<file path="config.mk">
export PLATFORM = sky130hd
export DESIGN_NAME = pq_request_arbiter
export DESIGN_NICKNAME = d
export VERILOG_FILES = /design/src/rtl/pq_arb_pkg.sv /design/src/rtl/pq_rr_grant.sv /design/src/rtl/pq_request_arbiter.sv
export SDC_FILE = /design/constraint.sdc
export NUM_CORES = 1
export LEC_CHECK = 0
export BUFFER_PORTS_ARGS = -buffer_cell sky130_fd_sc_hd__buf_2
export CELL_PAD_IN_SITES_DETAIL_PLACEMENT = 0
export CELL_PAD_IN_SITES_GLOBAL_PLACEMENT = 1
export CORE_ASPECT_RATIO = 1.75
export CORE_MARGIN = 1
export CORE_UTILIZATION = 37
export DETAILED_ROUTE_END_ITERATION = 10
export PLACE_DENSITY = 0.91
export SYNTH_ARGS = -nofsm -noshare
export SYNTH_HDL_FRONTEND = slang
export SYNTH_SLANG_ARGS = --single-unit
export TNS_END_PERCENT = 50
</file>
<file path="constraint.sdc">
create_clock -name i_CLK -period 12 [get_ports i_CLK]
set_input_delay 3 -clock i_CLK [delete_from_list [all_inputs] [get_ports i_CLK]]
set_output_delay 3 -clock i_CLK [all_outputs]
set_load 0.01 [all_outputs]
</file>
<file path="src/rtl/pq_arb_pkg.sv">
// Shared types and the round-robin pick helper for the priority-queue request arbiter.
package pq_arb_pkg;

  typedef enum logic [1:0] {
    OP_ILLEGAL = 2'b00,
    OP_PUSH    = 2'b01,
    OP_POP     = 2'b10,
    OP_REPLACE = 2'b11
  } pq_op_e;

  typedef enum logic [1:0] {
    IDLE   = 2'd0,
    ISSUE  = 2'd1,
    SETTLE = 2'd2
  } arb_state_e;

  localparam int unsigned MAX_REQ = 32;

  // First set bit of valid at or above ptr, wrapping at n; returns ptr when nothing is set.
  function automatic int unsigned rr_pick(input logic [MAX_REQ-1:0] valid,
                                          input int unsigned ptr,
                                          input int unsigned n);
    int unsigned idx;
    rr_pick = ptr;
    for (int unsigned k = MAX_REQ; k > 0; k--) begin
      if (k <= n) begin
        idx = ptr + k - 1;
        if (idx >= n) idx = idx - n;
        if ((valid & (MAX_REQ'(1) << idx)) != '0) rr_pick = idx;
      end
    end
  endfunction

endpackage

</file>
<file path="src/rtl/pq_rr_grant.sv">
// Combinational round-robin grant: one-hot grant and index from request valids and pointer.
module pq_rr_grant
  import pq_arb_pkg::*;
#(
  parameter int unsigned NUM_REQ = 4,
  parameter int unsigned IDX_W   = $clog2(NUM_REQ)
) (
  input  logic [NUM_REQ-1:0] i_valid,
  input  logic [IDX_W-1:0]   i_ptr,
  output logic [NUM_REQ-1:0] o_grant,
  output logic [IDX_W-1:0]   o_idx,
  output logic               o_any
);

  logic [MAX_REQ-1:0] valid_ext;
  int unsigned        pick;

  always_comb begin
    valid_ext                = '0;
    valid_ext[NUM_REQ-1:0]   = i_valid;
    pick                     = rr_pick(valid_ext, 32'(i_ptr), NUM_REQ);
    o_idx                    = IDX_W'(pick);
    o_any                    = |i_valid;
    o_grant                  = '0;
    if (o_any) o_grant[o_idx] = 1'b1;
  end

endmodule

</file>
<file path="src/rtl/pq_request_arbiter.sv">
// Round-robin arbiter sharing one pipelined priority queue between NUM_REQ requesters.
// Optional PQ_ARB_STATS_EN adds saturating per-requester grant and error counters.
module pq_request_arbiter
  import pq_arb_pkg::*;
#(
  parameter int unsigned NUM_REQ       = 4,
  parameter int unsigned DATA_WIDTH    = 16,
  parameter int unsigned SETTLE_CYCLES = 2
) (
  input  logic                          i_CLK,
  input  logic                          i_RST,
  input  logic [NUM_REQ-1:0]            i_req_valid,
  output logic [NUM_REQ-1:0]            o_req_ready,
  input  logic [2*NUM_REQ-1:0]          i_req_op,
  input  logic [DATA_WIDTH*NUM_REQ-1:0] i_req_data,
  output logic [NUM_REQ-1:0]            o_rsp_valid,
  output logic [DATA_WIDTH-1:0]         o_rsp_data,
  output logic                          o_rsp_err,
  output logic                          o_q_wrt,
  output logic                          o_q_read,
  output logic [DATA_WIDTH-1:0]         o_q_data,
  input  logic                          i_q_full,
  input  logic                          i_q_empty,
  input  logic [DATA_WIDTH-1:0]         i_q_head
`ifdef PQ_ARB_STATS_EN
  ,
  output logic [32*NUM_REQ-1:0]         o_grant_cnt,
  output logic [31:0]                   o_err_cnt
`endif
);

  localparam int unsigned IDX_W = $clog2(NUM_REQ);
  localparam int unsigned CNT_W = $clog2(SETTLE_CYCLES) + 1;

  arb_state_e            state_q, state_d;
  logic [IDX_W-1:0]      ptr_q;
  logic [CNT_W-1:0]      settle_q;
  logic [IDX_W-1:0]      cap_idx_p0;
  pq_op_e                cap_op_p0;
  logic [DATA_WIDTH-1:0] cap_data_p0;
  logic [NUM_REQ-1:0]    grant;
  logic [IDX_W-1:0]      grant_idx;
  logic                  grant_any;
  logic                  accept, issue, err;

  pq_rr_grant #(
    .NUM_REQ (NUM_REQ),
    .IDX_W   (IDX_W)
  ) u_grant (
    .i_valid (i_req_valid),
    .i_ptr   (ptr_q),
    .o_grant (grant),
    .o_idx   (grant_idx),
    .o_any   (grant_any)
  );

  assign accept = (state_q == IDLE) && grant_any && !i_RST;
  assign issue  = (state_q == ISSUE) && !i_RST;

  always_comb begin
    err = 1'b1;
    unique case (cap_op_p0)
      OP_PUSH:    err = i_q_full;
      OP_POP:     err = i_q_empty;
      OP_REPLACE: err = 1'b0;
      default:    err = 1'b1;
    endcase
  end

  // Stage p0: capture of the granted request, consumed by the ISSUE cycle
  always_ff @(posedge i_CLK) begin
    if (i_RST) begin
      state_q     <= IDLE;
      ptr_q       <= '0;
      settle_q    <= '0;
      cap_idx_p0  <= '0;
      cap_op_p0   <= OP_ILLEGAL;
      cap_data_p0 <= '0;
    end else begin
      state_q <= state_d;
      if (accept) begin
        cap_idx_p0  <= grant_idx;
        cap_op_p0   <= pq_op_e'(i_req_op[grant_idx*2 +: 2]);
        cap_data_p0 <= i_req_data[grant_idx*DATA_WIDTH +: DATA_WIDTH];
        ptr_q       <= (grant_idx == IDX_W'(NUM_REQ-1)) ? '0 : grant_idx + IDX_W'(1);
      end
      if (issue) settle_q <= CNT_W'(SETTLE_CYCLES-1);
      else if (state_q == SETTLE && settle_q != '0) settle_q <= settle_q - CNT_W'(1);
    end
  end

  // Outputs are masked while reset is asserted so an aborted op never reaches the queue
  always_comb begin
    state_d     = state_q;
    o_req_ready = '0;
    o_rsp_valid = '0;
    o_rsp_data  = '0;
    o_rsp_err   = 1'b0;
    o_q_wrt     = 1'b0;
    o_q_read    = 1'b0;
    o_q_data    = '0;
    unique case (state_q)
      IDLE: begin
        if (grant_any) begin
          state_d = ISSUE;
          if (!i_RST) o_req_ready = grant;
        end
      end
      ISSUE: begin
        state_d = SETTLE;
        if (!i_RST) begin
          o_rsp_valid[cap_idx_p0] = 1'b1;
          o_rsp_err               = err;
          if (!err) begin
            o_q_wrt  = cap_op_p0[0];
            o_q_read = cap_op_p0[1];
            o_q_data = cap_data_p0;
            if (cap_op_p0[1]) o_rsp_data = i_q_head;
          end
        end
      end
      SETTLE: begin
        if (settle_q == '0) state_d = IDLE;
      end
      default: state_d = IDLE;
    endcase
  end

`ifdef PQ_ARB_STATS_EN
  always_ff @(posedge i_CLK) begin
    if (i_RST) begin
      o_grant_cnt <= '0;
      o_err_cnt   <= '0;
    end else begin
      if (accept && o_grant_cnt[grant_idx*32 +: 32] != '1)
        o_grant_cnt[grant_idx*32 +: 32] <= o_grant_cnt[grant_idx*32 +: 32] + 32'd1;
      if (issue && err && o_err_cnt != '1)
        o_err_cnt <= o_err_cnt + 32'd1;
    end
  end
`else
  // Default build carries no statistics counters.
`endif

endmodule

</file>
=== Yosys cells after proc, flatten, opt, wreduce, memory -nomap -nowiden ===
Cells that the tools add are included.

* Bits in registers: 26
* Input bits: 96
* Output and inout bits: 43
* Logic and storage cells: 104

* Add/sub/neg operators: 14
* $lt $le $gt $ge: 8
* Equality and inequality tests: 8
* Shift-type cells: 6
* Mux-type cells: 39
* Bitwise operators: 4
* Reductions and logical operators: 18

{| class="wikitable"
|+ Operators with widths
! cell !! number
|-
| $and 4x32->32 || 4
|-
| $ge 32x3->1 const B || 4
|-
| $mux 32 || 4
|-
| $reduce_bool 32->1 || 4
|-
| $shl 1x32->32 const A || 4
|-
| $sub 32x1->32 const B || 4
|-
| $sub 32x3->32 const B || 4
|-
| $mux 16 || 7
|-
| $shiftx 64x7->16 || 1
|-
| $mux 4 || 5
|-
| $mux 2 || 7
|-
| $mux 1 || 12
|-
| $eq 2x2->1 const B || 4
|-
| $shiftx 8x4->2 || 1
|-
| $add 2x2->3 const B || 2
|-
| $logic_and 1x1->1 || 6
|-
| $lt 2x3->1 const B || 2
|-
| $pmux 2 s3 || 1
|-
| $add 2x3->4 const B || 1
|-
| $demux 1 s2 || 2
|-
| $eq 2x1->1 const B || 2
|-
| $ge 2x1->1 const B || 2
|-
| $logic_not 2->1 || 2
|-
| $reduce_bool 2->1 || 2
|-
| other kinds (10) || 10
|}

=== Logic depth before layout (Yosys ltp) ===
* Depth in word-level cells: 18
* Mapped depth: 16

=== By module ===
From an unflattened synthesis, not the netlist that was laid out.

* Cell total of the unflattened synthesis: 236
* Area total of the unflattened synthesis: 2,099.5 µm²

{| class="wikitable"
|+ Modules (own cells, without submodules)
! module !! times used !! cells an instance !! area each (µm²) !! sequential area each (µm²)
|-
| pq_request_arbiter || 1 || 191 || 1,750.4 || 520.5
|-
| pq_rr_grant || 1 || 45 || 349.1 || 0.0
|}

=== Least setup slack after synthesis ===
No wires, ideal clock.

* Kind: input port to output port
* From: in i_req_valid[1]
* To: out o_req_ready[3]
* Data arrival time: 4.566 ns
* Data required time: 9.000 ns
* Path slack: 4.434 ns
* Cell stages on the path: 9
* Buffers on the path: 2
* Cell sequence: a22o_1 > a211o_1 > buf_6 > a21oi_4 > xnor2_4 > buf_6 > inv_1 > ha_1 > and2_1

* Word-level cells in the longest chain between the ends: 13
* Elaborated cells on any way between the ends: 21
* Those cells by class: order compare: 2; mux: 9; bitwise: 4; reduce/logical: 6

{| class="wikitable"
|+ Ends and longest elaborated chain
! what !! RTL line !! source
|-
| start: declaration || pq_request_arbiter.sv:12 || <nowiki>input logic [NUM_REQ-1:0] i_req_valid,</nowiki>
|-
| $and 4x32->32 || pq_arb_pkg.sv:29 || <nowiki>if ((valid & (MAX_REQ'(1) << idx)) != '0) rr_pick = idx;</nowiki>
|-
| $reduce_bool 32->1 || pq_arb_pkg.sv:29 ||
|-
| $mux 2 (4 in a row) || pq_arb_pkg.sv:29 ||
|-
| $lt 2x3->1 (not written as such) / $ge 2x1->1 (equally long branches) || pq_rr_grant.sv:25 || <nowiki>if (o_any) o_grant[o_idx] = 1'b1;</nowiki>
|-
| $logic_and 1x1->1 (not written as such) || pq_rr_grant.sv:25 ||
|-
| $mux 1 (not written as such) || pq_rr_grant.sv:25 ||
|-
| $demux 1 s2 || n/a ||
|-
| $mux 4 || pq_request_arbiter.sv:106 || <nowiki>if (!i_RST) o_req_ready = grant;</nowiki>
|-
| $mux 4 (*) || pq_request_arbiter.sv:104 || <nowiki>if (grant_any) begin</nowiki>
|-
| $mux 4 (*) || pq_request_arbiter.sv:102 || <nowiki>unique case (state_q)</nowiki>
|-
| end: declaration || pq_request_arbiter.sv:13 || <nowiki>output logic [NUM_REQ-1:0] o_req_ready,</nowiki>
|}

Mark *: on every way between the ends. The rest lies on a longest branch, timed or not.

=== Final worst setup path ===
* From: in i_req_valid[0]
* To: out o_req_ready[3]

The elaborated chain is that of the path after synthesis.

==> results.json <==
{
  "hold_class": "flip-flop to flip-flop",
  "setup_violations": 0,
  "grt_usage_pct": 23.9,
  "hold_buffers": 0,
  "nNetsFinal": 656,
  "peakVddDrop_uv": 130,
  "core_mm2": 0.00873,
  "synth_nets": 553,
  "dp_hpwl_mm": 9.05,
  "grt_pass1_wl_mm": 17.5,
  "synth.most_common_cell": "nand2_1",
  "tns_ps": 0,
  "avgSynthCellArea_um2": 7.44,
  "fp.dieW_um": 73.9,
  "critPathCaptureType": "output port",
  "crit_chain": "buf_2 > a22oi_2 > nand2_1 > o31ai_2 > and2_1 > buf_4 > ha_1 > and2_1 > buf_2",
  "yosysTopAreaCellShare_pct": 15.5,
  "syn-cell-area_mm2": 0.00335,
  "yosys-top-cells-area": "dfxtp_1 (16%), a211o_1 (9.9%), nand2b_1 (6.7%), and2_1 (6.5%), mux2i_1 (6.0%)",
  "htreeDepth": 1,
  "antenna_cells": 0,
  "fmax_mhz": 102,
  "numClockSinks": 26,
  "tightest_slew_ps": 1210,
  "clk_latency_ps": 260,
  "drv_cap": 0,
  "cts.clk_slew.worst_paths_ps": 70,
  "layout-drive-gt1-share_pct": 29.0,
  "rows": 45,
  "drt_iter0_drc": 324,
  "rr_worst_depth": 11,
  "status": "finished, final reports clean",
  "yosysWarnings": 0,
  "holdPathStages": 2,
  "ios": 139,
  "cp-start-kind": "input pin",
  "cp_slowest_cell": "o31ai_2",
  "viasPerCell": 6.11,
  "wl_mm": 12.0,
  "p_per_area_mw_per_mm2": 223,
  "grt_antenna_before_repair": 0,
  "dr.pass1.iters": 5,
  "period_share_pct": 81.9,
  "ys_seq_elements": 26,
  "port_buffers": 138,
  "initial_core_util_pct": 38.4,
  "cts_setup_buffers": 0,
  "grt_pass1_vias": 3653,
  "rsz0062_at_grt": "no",
  "leakage_nw": 1.85,
  "post_synth_num_cell_types": 44,
  "cp.arrival_ps": 6830,
  "drv_slew": 0,
  "root_buffer": "clkbuf_16",
  "clockBufferDepth": 2,
  "hold_viol": 0,
  "total_power_mw": 0.924,
  "die_h_um": 128,
  "yosys-top-cells-count": "nand2_1 (47), a211o_1 (38), nand2b_1 (36)",
  "finalWorstPathRequiredPeriod_ps": 9830,
  "seq_area_frac_synth_pct": 15.5,
  "wl_per_cell_um": 17.9,
  "cts_buffers": 3,
  "postLayoutCellArea_mm2": 0.00414,
  "grt_max_degree": 102,
  "critPathKind": "input pin to output port",
  "worstPathRequired_ps": 9000,
  "synthFlopType": "dfxtp_1",
  "layout_setup_ws_ps": 2170,
  "async_reset_ff_share_pct": 0,
  "placed_area_mm2": 0.00403,
  "dp_cells": 664,
  "relSlewSlack_pct": 18.6,
  "vias": 4087,
  "path_max_fanout": 22,
  "skew_ps": 6.60,
  "crit_path_max_incr_delay_ps": 1130,
  "syn2layout_area_growth_pct": 23.6,
  "fillers": 908,
  "gr-total-overflow": 0,
  "dp_slack_ps": 2220,
  "antenna_left": 0,
  "synth_area_leader_cell": "dfxtp_1",
  "die-area_mm2": 0.00945,
  "fin_cells": 669,
  "synth_edf_count": 0,
  "gp_congestion": 0.962,
  "cts_tree": "done",
  "syn_inst": 450,
  "drc": 0,
  "ctsResizeCount": 0
}
[per-stage QoR]
stage / util [%] / hold slack, ps
after floorplan: - / 445
after global placement: 46.2 / 455
after detailed placement: 46.2 / 465
after CTS: 47.4 / 481
after global routing: 47.5 / 496
final: 47.5 / 474
[cell usage in the layout (no fill, tap or decap), drive strengths merged, types with 18 or more instances in the layout]
| cell type | count |
|---|---|
| a22oi | 24 |
| nand4 | 18 |
| buf | 145 |
| o311ai | 18 |
| a211o | 38 |
| nand2b | 36 |
| a311oi | 19 |
| mux2i | 20 |
| nand2 | 47 |
| nand3 | 29 |
| a2111oi | 18 |
| and2 | 36 |
| dfxtp | 26 |
[sequential cells by signal, indices dropped and copies added (netlist names)]
name and flops:
ptr_q 2, cap_op_p0 2, cap_data_p0 16, state_q 2, settle_q 2, cap_idx_p0 2
[path summary, 6_finish.rpt]
| check | start | end | slack [ps] |
|---|---|---|---|
| max | i_req_valid[0] | o_req_ready[3] | 2170 |
| min | cap_data_p0[6]$_SDFFE_PP0P_ | cap_data_p0[6]$_SDFFE_PP0P_ | 470 |
| max reg2reg | ptr_q[0]$_SDFFE_PP0P_ | ptr_q[1]$_SDFFE_PP0P_ | 6610 |
| min reg2reg | cap_data_p0[6]$_SDFFE_PP0P_ | cap_data_p0[6]$_SDFFE_PP0P_ | 470 |
[cells by family (layout without fill, tap and decap cells)]
group	Yosys count	after routing	share of synthesized area, %
flops	26	26	15.5
xor+xnor	2	2	1.08
fa+ha+maj	7	7	2.61
buf+inv	57	159	7.58
mux	20	20	5.98
simple gates	199	199	32.0
compound gates	139	139	35.2
[power breakdown]
part	internal [mW]	switching (mW)	total [mW]	leakage, nW
Sequential	0.115	0.0158	0.131	0.215
Clock	0.0664	0.0297	0.0961	0.0511
Combinational	0.254	0.443	0.697	1.59
Total	0.436	0.488	0.924	1.85
[layout make-up]
class	count	area [um2]	share of cell area (%)
Multi-Input combinational cell	367	2590	62.5
Timing Repair Buffer	145	743	17.9
Sequential cell	26	522	12.6
Tap cell	117	146	3.53
Clock buffer	3	75.1	1.81
Inverter	10	37.5	0.906
Clock inverter	1	30.0	0.725
[layer usage]
layer,up-vias,part of all wire [%],wire (um),GRT usage [%]
li1,1947,-,-,-
met1,1913,37,4400,25.2
met2,185,52,6270,44.2
met3,42,5.3,636,2.28
met4,0,5.4,648,13.8
met5,-,0,0,0
[critical path, delay by kind of cell]
family	cells	cell delay [ps]
compound gates	2	1980
buf+inv	3	510
fa+ha+maj	1	180
simple gates	3	1170
(Power assumes the default switching activity.)
